[config.mk]
export PLATFORM = sky130hd
export DESIGN_NAME = adder_arbiter
export DESIGN_NICKNAME = d
export VERILOG_FILES = /design/src/rtl/adder_arbiter.sv
export SDC_FILE = /design/constraint.sdc
export NUM_CORES = 1
export LEC_CHECK = 0
export ABC_CLOCK_PERIOD_IN_PS = 6700
export CORE_MARGIN = 10
export CORE_UTILIZATION = 44
export CTS_CLUSTER_DIAMETER = 60
export DETAILED_ROUTE_END_ITERATION = 8
export GPL_TIMING_DRIVEN = 0
export PLACE_DENSITY = 0.95
export RECOVER_POWER = 50
export SYNTH_ARGS = -nofsm -noshare
export SYNTH_HDL_FRONTEND = slang
export SYNTH_SLANG_ARGS = --single-unit
[constraint.sdc]
create_clock -name clk -period 6.7 [get_ports clk]
set_input_delay 0.67 -clock clk [delete_from_list [all_inputs] [get_ports clk]]
set_output_delay 0.67 -clock clk [all_outputs]
set_load 0.02 [all_outputs]
[src/rtl/adder_arbiter.sv]
// ---------------------------------------------------------------------------
// adder_arbiter
//
// Shares one external 1-cycle-latency 8-bit adder between NREQ requesters.
// A round-robin arbiter picks at most one eligible requester per cycle and
// issues its operands to the adder. The result returns one cycle later and is
// held per requester until that requester accepts it.
//
// Ports
//   clk            rising-edge clock
//   rst            synchronous active-high reset
//   req_valid      [NREQ]    per-requester operation request
//   req_ready      [NREQ]    per-requester grant (one-hot or zero, combinational)
//   req_a, req_b   [8*NREQ]  operands, requester i at [8i+7:8i]
//   rsp_valid      [NREQ]    per-requester result held
//   rsp_ready      [NREQ]    per-requester result accept
//   rsp_sum        [9*NREQ]  results, requester i at [9i+8:9i]
//   add_a, add_b   [8]       operands to the shared adder (0 when idle)
//   add_valid                issue strobe to the adder
//   add_sum        [9]       adder result
//   add_out_valid            adder result strobe (1 cycle after add_valid)
//   op_count       [16]      number of results delivered, wrapping
//   err                      sticky protocol-error flag
// ---------------------------------------------------------------------------
module adder_arbiter #(
    parameter int NREQ = 4
) (
    input  logic                 clk,
    input  logic                 rst,
    input  logic [NREQ-1:0]      req_valid,
    output logic [NREQ-1:0]      req_ready,
    input  logic [8*NREQ-1:0]    req_a,
    input  logic [8*NREQ-1:0]    req_b,
    output logic [NREQ-1:0]      rsp_valid,
    input  logic [NREQ-1:0]      rsp_ready,
    output logic [9*NREQ-1:0]    rsp_sum,
    output logic [7:0]           add_a,
    output logic [7:0]           add_b,
    output logic                 add_valid,
    input  logic [8:0]           add_sum,
    input  logic                 add_out_valid,
    output logic [15:0]          op_count,
    output logic                 err
);

    localparam int IW = $clog2(NREQ);

    logic [IW-1:0]  ptr_reg, ptr_next;
    logic           inflight_reg;
    logic [IW-1:0]  id_reg;
    logic [15:0]    op_count_reg;
    logic           err_reg;

    logic [NREQ-1:0] eligible;
    logic [7:0]      a_arr [NREQ];
    logic [7:0]      b_arr [NREQ];
    logic            grant_any;
    logic [IW-1:0]   winner;
    logic [IW-1:0]   cand;
    logic [15:0]     accept_cnt;
    logic            deliver;

    // A returning result is only trusted when it matches an issued operation;
    // any mismatch in either direction is a protocol error.
    assign deliver = add_out_valid & inflight_reg;

    genvar gi;
    generate
        for (gi = 0; gi < NREQ; gi++) begin : g_req
            logic       valid_bit_reg;
            logic [8:0] sum_reg;

            assign a_arr[gi] = req_a[8*gi +: 8];
            assign b_arr[gi] = req_b[8*gi +: 8];

            // Not eligible while its own operation is in flight, nor while an
            // unaccepted result would be overwritten. Reset blocks all grants.
            assign eligible[gi] = !rst && req_valid[gi]
                                  && (!valid_bit_reg || rsp_ready[gi])
                                  && !(inflight_reg && (id_reg == IW'(gi)));

            assign req_ready[gi] = grant_any && (winner == IW'(gi));

            // A newly delivered result takes priority over a same-cycle accept.
            always_ff @(posedge clk) begin
                if (rst) begin
                    valid_bit_reg <= 1'b0;
                    sum_reg       <= '0;
                end else if (deliver && (id_reg == IW'(gi))) begin
                    valid_bit_reg <= 1'b1;
                    sum_reg       <= add_sum;
                end else if (rsp_ready[gi]) begin
                    valid_bit_reg <= 1'b0;
                end
            end

            assign rsp_valid[gi]       = valid_bit_reg;
            assign rsp_sum[9*gi +: 9]  = sum_reg;
        end
    endgenerate

    // Round-robin search starting at ptr_reg, wrapping NREQ-1 -> 0.
    always_comb begin
        int idx;
        grant_any = 1'b0;
        winner    = '0;
        cand      = '0;
        idx       = 0;
        for (int k = 0; k < NREQ; k++) begin
            idx = int'(ptr_reg) + k;
            if (idx >= NREQ) begin
                idx = idx - NREQ;
            end
            cand = IW'(idx);
            if (!grant_any && eligible[cand]) begin
                grant_any = 1'b1;
                winner    = cand;
            end
        end
    end

    always_comb begin
        ptr_next = ptr_reg;
        if (grant_any) begin
            ptr_next = (winner == IW'(NREQ - 1)) ? '0 : winner + 1'b1;
        end
    end

    // Number of response handshakes this cycle (several may coincide).
    always_comb begin
        accept_cnt = '0;
        for (int k = 0; k < NREQ; k++) begin
            accept_cnt = accept_cnt + 16'(rsp_valid[k] & rsp_ready[k]);
        end
    end

    always_ff @(posedge clk) begin
        if (rst) begin
            ptr_reg      <= '0;
            inflight_reg <= 1'b0;
            id_reg       <= '0;
            op_count_reg <= '0;
            err_reg      <= 1'b0;
        end else begin
            ptr_reg      <= ptr_next;
            inflight_reg <= grant_any;
            id_reg       <= winner;
            op_count_reg <= op_count_reg + accept_cnt;
            err_reg      <= err_reg | (add_out_valid != inflight_reg);
        end
    end

    assign add_valid = grant_any;
    assign add_a     = grant_any ? a_arr[winner] : 8'h00;
    assign add_b     = grant_any ? b_arr[winner] : 8'h00;
    assign op_count  = op_count_reg;
    assign err       = err_reg;

endmodule
# Word level (Yosys, flattened, before mapping)
# Index checks and enable logic that the tools add are counted.
word_totals:
  regBits: 62
  inputBits: 84
  output_inout_bits: 78
  word_cells: 134
op_classes:
  n_addsub: 12
  n_lt_le_gt_ge: 9
  n_eq_ne: 7
  mux: 37
  bitwise: 7
  n_reduce_logical: 49
ops:
  columns: ["operator", "n"]
  rows:
  - ["2-to-1 mux 8 bit", 6]
  - ["binary-select mux 8 bit (select 2 bit)", 2]
  - ["logical AND 1 bit", 27]
  - ["2-to-1 mux 2 bit", 9]
  - ["adder 16 x 4 -> 16 bit", 1]
  - ["2-to-1 mux 1 bit", 16]
  - ["greater-or-equal comparator 3 bit, second input constant", 4]
  - ["zero test 1 bit", 12]
  - ["< comparator 2 x 3 -> 1 bit, second input constant", 4]
  - ["binary-select mux 1 bit (select 2 bit)", 4]
  - ["equality test 2 bit, second input constant", 4]
  - ["nonzero test 2 bit", 4]
  - ["subtractor 2 x 1 -> 2 bit, second input constant", 4]
  - ["adder 2 x 2 -> 3 bit, second input constant", 2]
  - ["bitwise AND 1 bit", 5]
  - ["adder 3 x 1 -> 4 bit", 1]
  - ["equality test 2 x 1 -> 1 bit, second input constant", 2]
  - ["zero test 2 bit", 2]
  - ["logical OR 1 bit", 4]
  - ["adder 2 x 1 -> 3 bit", 1]
  - ["adder 2 x 1 -> 3 bit, second input constant", 1]
  - ["greater-or-equal comparator 2 x 3 -> 1 bit, second input constant", 1]
  - ["NOT 2 -> 3 bit", 1]
  - ["adder 1 x 1 -> 2 bit", 1]
  - ["3 further kinds", 3]

# Longest topological paths before layout
logic_depth:
  ltp_word: 21
  mapped_depth: 10

# Worst setup path after synthesis
# Ideal clock, no wire load.
synth_timing:
  path_kind: "in2out"
  start: "input port rst"
  end: "output port req_ready[1]"
  arrival_time_ns: 2.455
  required_ns: 6.030
  path_slack_ns: 3.575
  cell_stages: 9
  path_buffers: 2
  cell_sequence: "nand2b_1 or4_4 a41oi_2 a21oi_1 buf_6 buf_12 inv_1 ha_1 nor2b_1"
synth_via:
  elab_chain_len: 18
  word_cells_on_any_way: 37
synth_lines:
  columns: ["item", "line", "text"]
  rows:
  - ["from (decl)", "29", "input logic rst,"]
  - ["zero test 1 bit (*)", "78", "assign eligible[gi] = !rst && req_valid[gi]"]
  - ["logical AND 1 bit", "78", null]
  - ["logical AND 1 bit", "79", "&& (!valid_bit_reg || rsp_ready[gi])"]
  - ["logical AND 1 bit", "80", "&& !(inflight_reg && (id_reg == IW'(gi)));"]
  - ["binary-select mux 1 bit (select 2 bit)", "115", "if (!grant_any && eligible[cand]) begin"]
  - ["2-to-1 mux 1 bit (implied by the code)", "115", null]
  - ["2-to-1 mux 1 bit", "115", null]
  - ["zero test 1 bit", "115", null]
  - ["[3 not listed]", null, null]
  - ["logical AND 1 bit", "115", null]
  - ["2-to-1 mux 1 bit", "115", null]
  - ["zero test 1 bit", "115", null]
  - ["logical AND 1 bit", "115", null]
  - ["2-to-1 mux 2 bit (*)", "115", null]
  - ["net winner[1]", "58", "logic [IW-1:0] winner;"]
  - ["equality test 2 x 1 -> 1 bit (*)", "82", "assign req_ready[gi] = grant_any && (winner == IW'(gi));"]
  - ["logical AND 1 bit (*)", "82", null]
  - ["to (decl)", "31", "output logic [NREQ-1:0] req_ready,"]
# The timed path passes the listed nets; every way through them passes the cells marked *. The select of a mux whose other input is x is not followed.

# Worst setup path in the final report
layout_timing:
  start: "input port rst"
  end: "output port add_b[4]"
layout_via:
  elab_chain_len: 21
  word_cells_on_any_way: 40
layout_lines:
  columns: ["item", "line", "text"]
  rows:
  - ["zero test 1 bit (*)", "78", null]
  - ["logical AND 1 bit", "78", null]
  - ["logical AND 1 bit", "79", null]
  - ["logical AND 1 bit", "80", null]
  - ["binary-select mux 1 bit (select 2 bit)", "115", null]
  - ["2-to-1 mux 1 bit (implied by the code)", "115", null]
  - ["2-to-1 mux 1 bit", "115", null]
  - ["zero test 1 bit", "115", null]
  - ["[4 not listed]", null, null]
  - ["2-to-1 mux 1 bit", "115", null]
  - ["zero test 1 bit", "115", null]
  - ["logical AND 1 bit", "115", null]
  - ["2-to-1 mux 2 bit", "115", null]
  - ["NOT 2 -> 3 bit (implied by the code)", "155", "assign add_b = grant_any ? b_arr[winner] : 8'h00;"]
  - ["binary-select mux 8 bit (select 2 bit)", "155", null]
  - ["2-to-1 mux 8 bit (implied by the code) (2 in series)", "155", null]
  - ["2-to-1 mux 8 bit (*)", "155", null]
  - ["to (decl)", "38", "output logic [7:0] add_b,"]
# Mark *: on every way between the ends. The rest lies on a longest branch, timed or not. The select of a mux whose other input is x is not followed.

==> run metrics <==
Crit path top cell by count clkdlybuf4s50_1; relative slew slack 0.5087; maximum VDD drop 0.0001839 V; Worst Hold Path EP g_req[3].sum_reg[2]; outcome finished clean; layout cell share with drive strength beyond 1 0.06207; post-route setup TNS 0 ps; Final setup viols 0; most frequent cells in the layout 112 x clkdlybuf4s50_1, 66 x nand2_1, 62 x dfxtp_1; CP max stage delay 600 ps; nets 668; Die H 107.0 um; wire per inst 19.29 um; Tightest Pin Transition 737.0 ps; Inserted Diodes 0; Final period util 0.6758; first-pass GRT wire length 20.23 mm; Vias 3702; crit end category output port; Cells on Worst Hold Path 2; critical path depth in cells 9; hold_buf cts 0; Crit path required time 6030 ps; total setup buffers inserted after CTS 0; Final min period 4528 ps; vias per cell 5.452; Worst Hold Class flip-flop to flip-flop; Worst-Skew Late Latency 350 ps; dpl hpwl 10.47 mm; Syn Nets 496; Mapped Area 3333 um2; flop and latch count out of synthesis 62; die area 11460 um2; antenna-violating nets left 0; Mean Syn Cell Area 8.271 um2; CP cell instances clkdlybuf4s50_1, buf_2, nand2b_1, nor4_1, o22ai_1, nand3_1, clkbuf_1, o221ai_1, clkdlybuf4s50_1; Routed Wire Length 13.10 mm; max-cap viol count 0; Horiz. Die Dim 107.0 um; Critical Path Slowest Stage Cell clkdlybuf4s50_1; critical path arrival 3860 ps; Setup CP Type input port to output port; crit start category input port; metal3 WL 981 um; met2 wire length 6.577 mm; drt first-iter violations 218; M1 WL 5.126 mm; CP top delay family buffers and inverters; register area 1241 um2; max reg flops 36; area of the core 7292 um2; FF-to-FF Start id_reg[0]; Worst Path Buf+Inv 4; gr usage total 0.2210; clock root buffer clkbuf_8; DRT Pass-1 Iters 5; Power, Total 1.392 mW; CTS Buf Count 9; Row Count 31; Final Hold Fails 0; Layout area overhead 59.31%; PD cells 262.1 nW/um2; Num Clock Sinks 62; CP Max Fanout 10; P_leak 2.257 nW; area of the multi-input gates 1858 um2; clock skew 8.774 ps; hold path start g_req[3].sum_reg[2]; H-tree depth 3; initial antenna violation count 0; number of fill cells 525; CTS clock-pin slew for the worst setup and hold paths 70 ps; DRC 0; GRT overflow 0; reg2reg end ptr_reg[1]; Reg2Reg Setup Slack 4130 ps; deepest clock path buffer count 2; most common cell after layout, fill and taps aside clkdlybuf4s50_1; I/O Buffers 161; max-slew violations 0; routability cong. 0.9386; Peak Freq 220.9 MHz; ys flop type dfxtp_1; Max Used Layer met4; pre-CTS setup slack 2282 ps; vias in the first global route 3778; RSZ-0062 raised after global routing false; Initial Utilization 0.4571; number of synthesized flops with an enable pin 0; post-CTS sizing 0; Synth warnings 0; Seq/Total Area, Yosys 0.3724; FFs w/ async S/R, synth 0; setup ws final 2172 ps; Post-Synthesis Cells 403; Worst R2R Path Depth 10; largest net degree at the start of global routing 12; I/O pin total 162; post-synth cell types 48; CTS tree built
-- metal layers --
layer,track usage,vias up
met4,0.08221,0
met5,0,-
met2,0.3940,191
li1,-,1732
met1,0.2435,1748
met3,0.06108,31
-- cell families after synthesis --
logic type / share of synthesized area
xor gates and xnor gates: 0.03153
DFF: 0.3724
buffers and inverters: 0.06832
and+or+nand+nor: 0.2301
muxes: 0.1051
adders and majority gates: 0.04054
AOI/OAI and AO/OA: 0.1520
-- worst max-delay path by stage --
stage / start / end / slack, ps
floorplan: rst / req_ready[1] / 3570
global placement: rst / add_b[4] / 2310
detailed placement: rst / add_a[4] / 2280
CTS: rst / add_a[4] / 2270
global route: rst / add_b[1] / 2050
finish: rst / add_b[4] / 2170
-- cells in the mapped netlist, types with 2 or more instances --
master     n  area, um2
nor3_1     5      25.02
a21oi_1   32      160.2
nand3_1   10      50.05
nand4_1    4      25.02
nor2b_1   13      81.33
ha_1       6      75.07
o211a_1    4      40.04
fa_1       3      60.06
o221ai_1  16      140.1
nand2b_1   6      37.54
mux2i_1   35      350.3
dfxtp_1   62       1241
nand2_1   66      247.7
buf_2      4      20.02
inv_1     24      90.09
and3b_1    2      17.52
or3_1      3      18.77
clkbuf_1  10      37.54
o21ai_0    7      35.03
nor2_1    42      157.7
and2_1     3      18.77
xnor2_1    5      43.79
o31ai_1    2      15.01
inv_2      2      7.510
nand3b_1   3      22.52
xor2_1     7      61.31
buf_4      5      37.54
o21a_1     2      15.01
-- power by group --
part | total (mW) | leakage, nW | internal, mW | switching [mW]
clock | 0.407 | 0.120 | 0.258 | 0.149
sequential | 0.419 | 0.503 | 0.397 | 0.0216
combinational | 0.566 | 1.63 | 0.263 | 0.303
-- through the flow --
step / instances / hold WS (ps) / utilization / area, um2
2_1_floorplan: 403 / 500.7 / - / 3333
3_3_place_gp: 663 / 441.8 / 0.6951 / 5069
3_5_place_dp: 663 / 445.5 / 0.6951 / 5069
4_1_cts: 679 / 455.6 / 0.7291 / 5316
5_1_grt: 679 / 469.3 / 0.7282 / 5310
6_report: 679 / 452.9 / 0.7282 / 5310
-- worst min-delay path, delay by kind of cell (launching register included) --
kind | cells | cell delay [ps]
DFF | 1 | 310
and+or+nand+nor | 1 | 50
AOI/OAI and AO/OA | 1 | 50
-- final cells by class --
class	instances	share of cell area
plain buffers	22	0.02451
inverters	26	0.01838
flip-flops and latches	62	0.2337
clock inverters	5	0.02003
clock buffers	11	0.02663
repair buffers	161	0.3035
well taps	99	0.02333
multi-input cells	293	0.3499
(Power assumes the default switching activity.)
==> edit (same flow settings) <==
Set the parameter `NREQ` to 8 (it was 4).
--- a/src/rtl/adder_arbiter.sv
+++ b/src/rtl/adder_arbiter.sv
@@ -23,7 +23,7 @@
 //   err                      sticky protocol-error flag
 // ---------------------------------------------------------------------------
 module adder_arbiter #(
-    parameter int NREQ = 4
+    parameter int NREQ = 8
 ) (
     input  logic                 clk,
     input  logic                 rst,
Interface: changed (7 resized); port bits go from 162 to 278. The function was not compared with the original's and may differ.
==> edit against the unedited design <==
- setup slack worse by 1800 ps
- sequential cell count up 42
- final area up 86%
- die area up 78%
- total power rose to 4.4 times the old value
- area after synthesis up 99%
- register-to-register slack worse by 2200 ps
- sequential share of layout area down 2.3 points
- wire length up 110%
- critical endpoint is now add_b[0]
==> edit: results (changes against the unedited design) <==
Max VDD drop 510 µV (+180%); Slew HR 8.35% (-43 points); Top Family by Delay on Critical Path compound AO/OA/AOI/OAI gates; capture point of the worst path add_b[0]; routability cong. 0.954 (+1.6%); via count of the first global-routing pass 7239 (+92%); fraction of layout instances using a drive strength above 1 6.36% (+0.15 points); first-pass GRT wire length 41100 µm (+100%); CTS Root Cell clkbuf_16; number of distinct library cells after synthesis 67 (+40%); number of fill cells 1115 (+110%); final hold slack 452 ps (-1.19 ps); run status finished clean; Overall Global Routing Usage 25.3% (+3.2 points); startpoint types flip-flop; max frequency 158 MHz (-28%); worst slack at placement 755 ps (-1530 ps); terminus of the critical flop-to-flop path ptr_reg[0]; aggregate routed wire length 27200 µm (+110%); most frequent cells after synthesis nand2_1 (169), dfxtp_1 (104), a21oi_1 (87), mux2i_1 (72), nor2_1 (62); hpwl dp 21700 µm (+110%); Post-layout nets 1272 (+90%); total via count after detailed routing 7337 (+98%); crit path max-delay cell type nor4_1; max reg flops 72 (+100%); synthesized netlist net count 993 (+100%)
edit: cell types whose count changed after synthesis, moves of 11 or more:
cell      unedited run  this run
o221ai_1            16         0
a21oi_1             32        87
nor2_1              42        62
a221o_1              0        14
mux2i_1             35        72
a22o_1               0        16
buf_4                5        16
and3_1               1        12
clkbuf_1            10        25
dfxtp_1             62       104
nand2_1             66       169
edit: area by class of cell:
class                      count  share of cell area (%)
tap                          184                    2.33
sequential                   104                    21.1
multi-input combinational    633                    42.3
clock buffer                  10                    2.32
inverter                      17                   0.647
clock inverter                 6                   0.774
timing repair buffer         268                    27.2
buffer                        63                    3.36
edit: worst min path at each step:
stage / startpoint / endpoint / cells past startpoint
finish: g_req[0].sum_reg[5] / g_req[0].sum_reg[5] / 2
floorplan: g_req[5].valid_bit_reg / g_req[5].valid_bit_reg / 2
global placement: g_req[1].sum_reg[4] / g_req[1].sum_reg[4] / 2
detailed placement: g_req[0].sum_reg[0] / g_req[0].sum_reg[0] / 2
global route: g_req[3].sum_reg[8] / g_req[3].sum_reg[8] / 2
CTS: g_req[0].sum_reg[0] / g_req[0].sum_reg[0] / 2
edit: stage by stage:
step                cell area [µm²]  util [%]  cells
floorplan                      6650         -    817
global placement               9560      65.3   1269
detailed placement             9560      65.3   1269
CTS                            9860      67.4   1285
global route                   9860      67.4   1285
finish                         9860      67.4   1285
edit: where the power goes:
part	internal, mW	switching [mW]
sequential	0.695	0.0455
combinational	2.14	2.66
clock	0.297	0.248
total	3.13	2.95
edit: worst reg2reg max path, cell delays in order, from the launching register on:
cell,delay [ps]
dfxtp_1,450
inv_1,100
clkbuf_1,260
ha_1,380
clkbuf_1,390
nor2b_1,120
and4_1,270
o41ai_4,500
o21ai_4,160
nor4b_4,490
o2111ai_1,250
o311ai_1,140
buf_4,250
buf_4,260
ha_1,210
ha_1,150
nor2_1,40
a31oi_1,160
nor2_1,60
edit: cells by family after synthesis:
| kind of cell | after synthesis | synth area share, % |
|---|---|---|
| adders and majority gates | 20 | 4.33 |
| DFF | 104 | 31.3 |
| and+or+nand+nor | 356 | 25.9 |
| xor gates and xnor gates | 16 | 2.11 |
| muxes | 81 | 13.6 |
| AOI/OAI and AO/OA | 160 | 16.8 |
| buffers and inverters | 80 | 5.95 |
edit: per-layer routing:
layer,share of wire [%],vias up,wire [µm],global-route usage (%)
li1,-,3432,-,-
met1,37,3470,9960,28.2
met2,50,369,13600,44.5
met3,10,66,2770,7.69
met4,3.1,0,852,9.28
met5,0,-,0,0
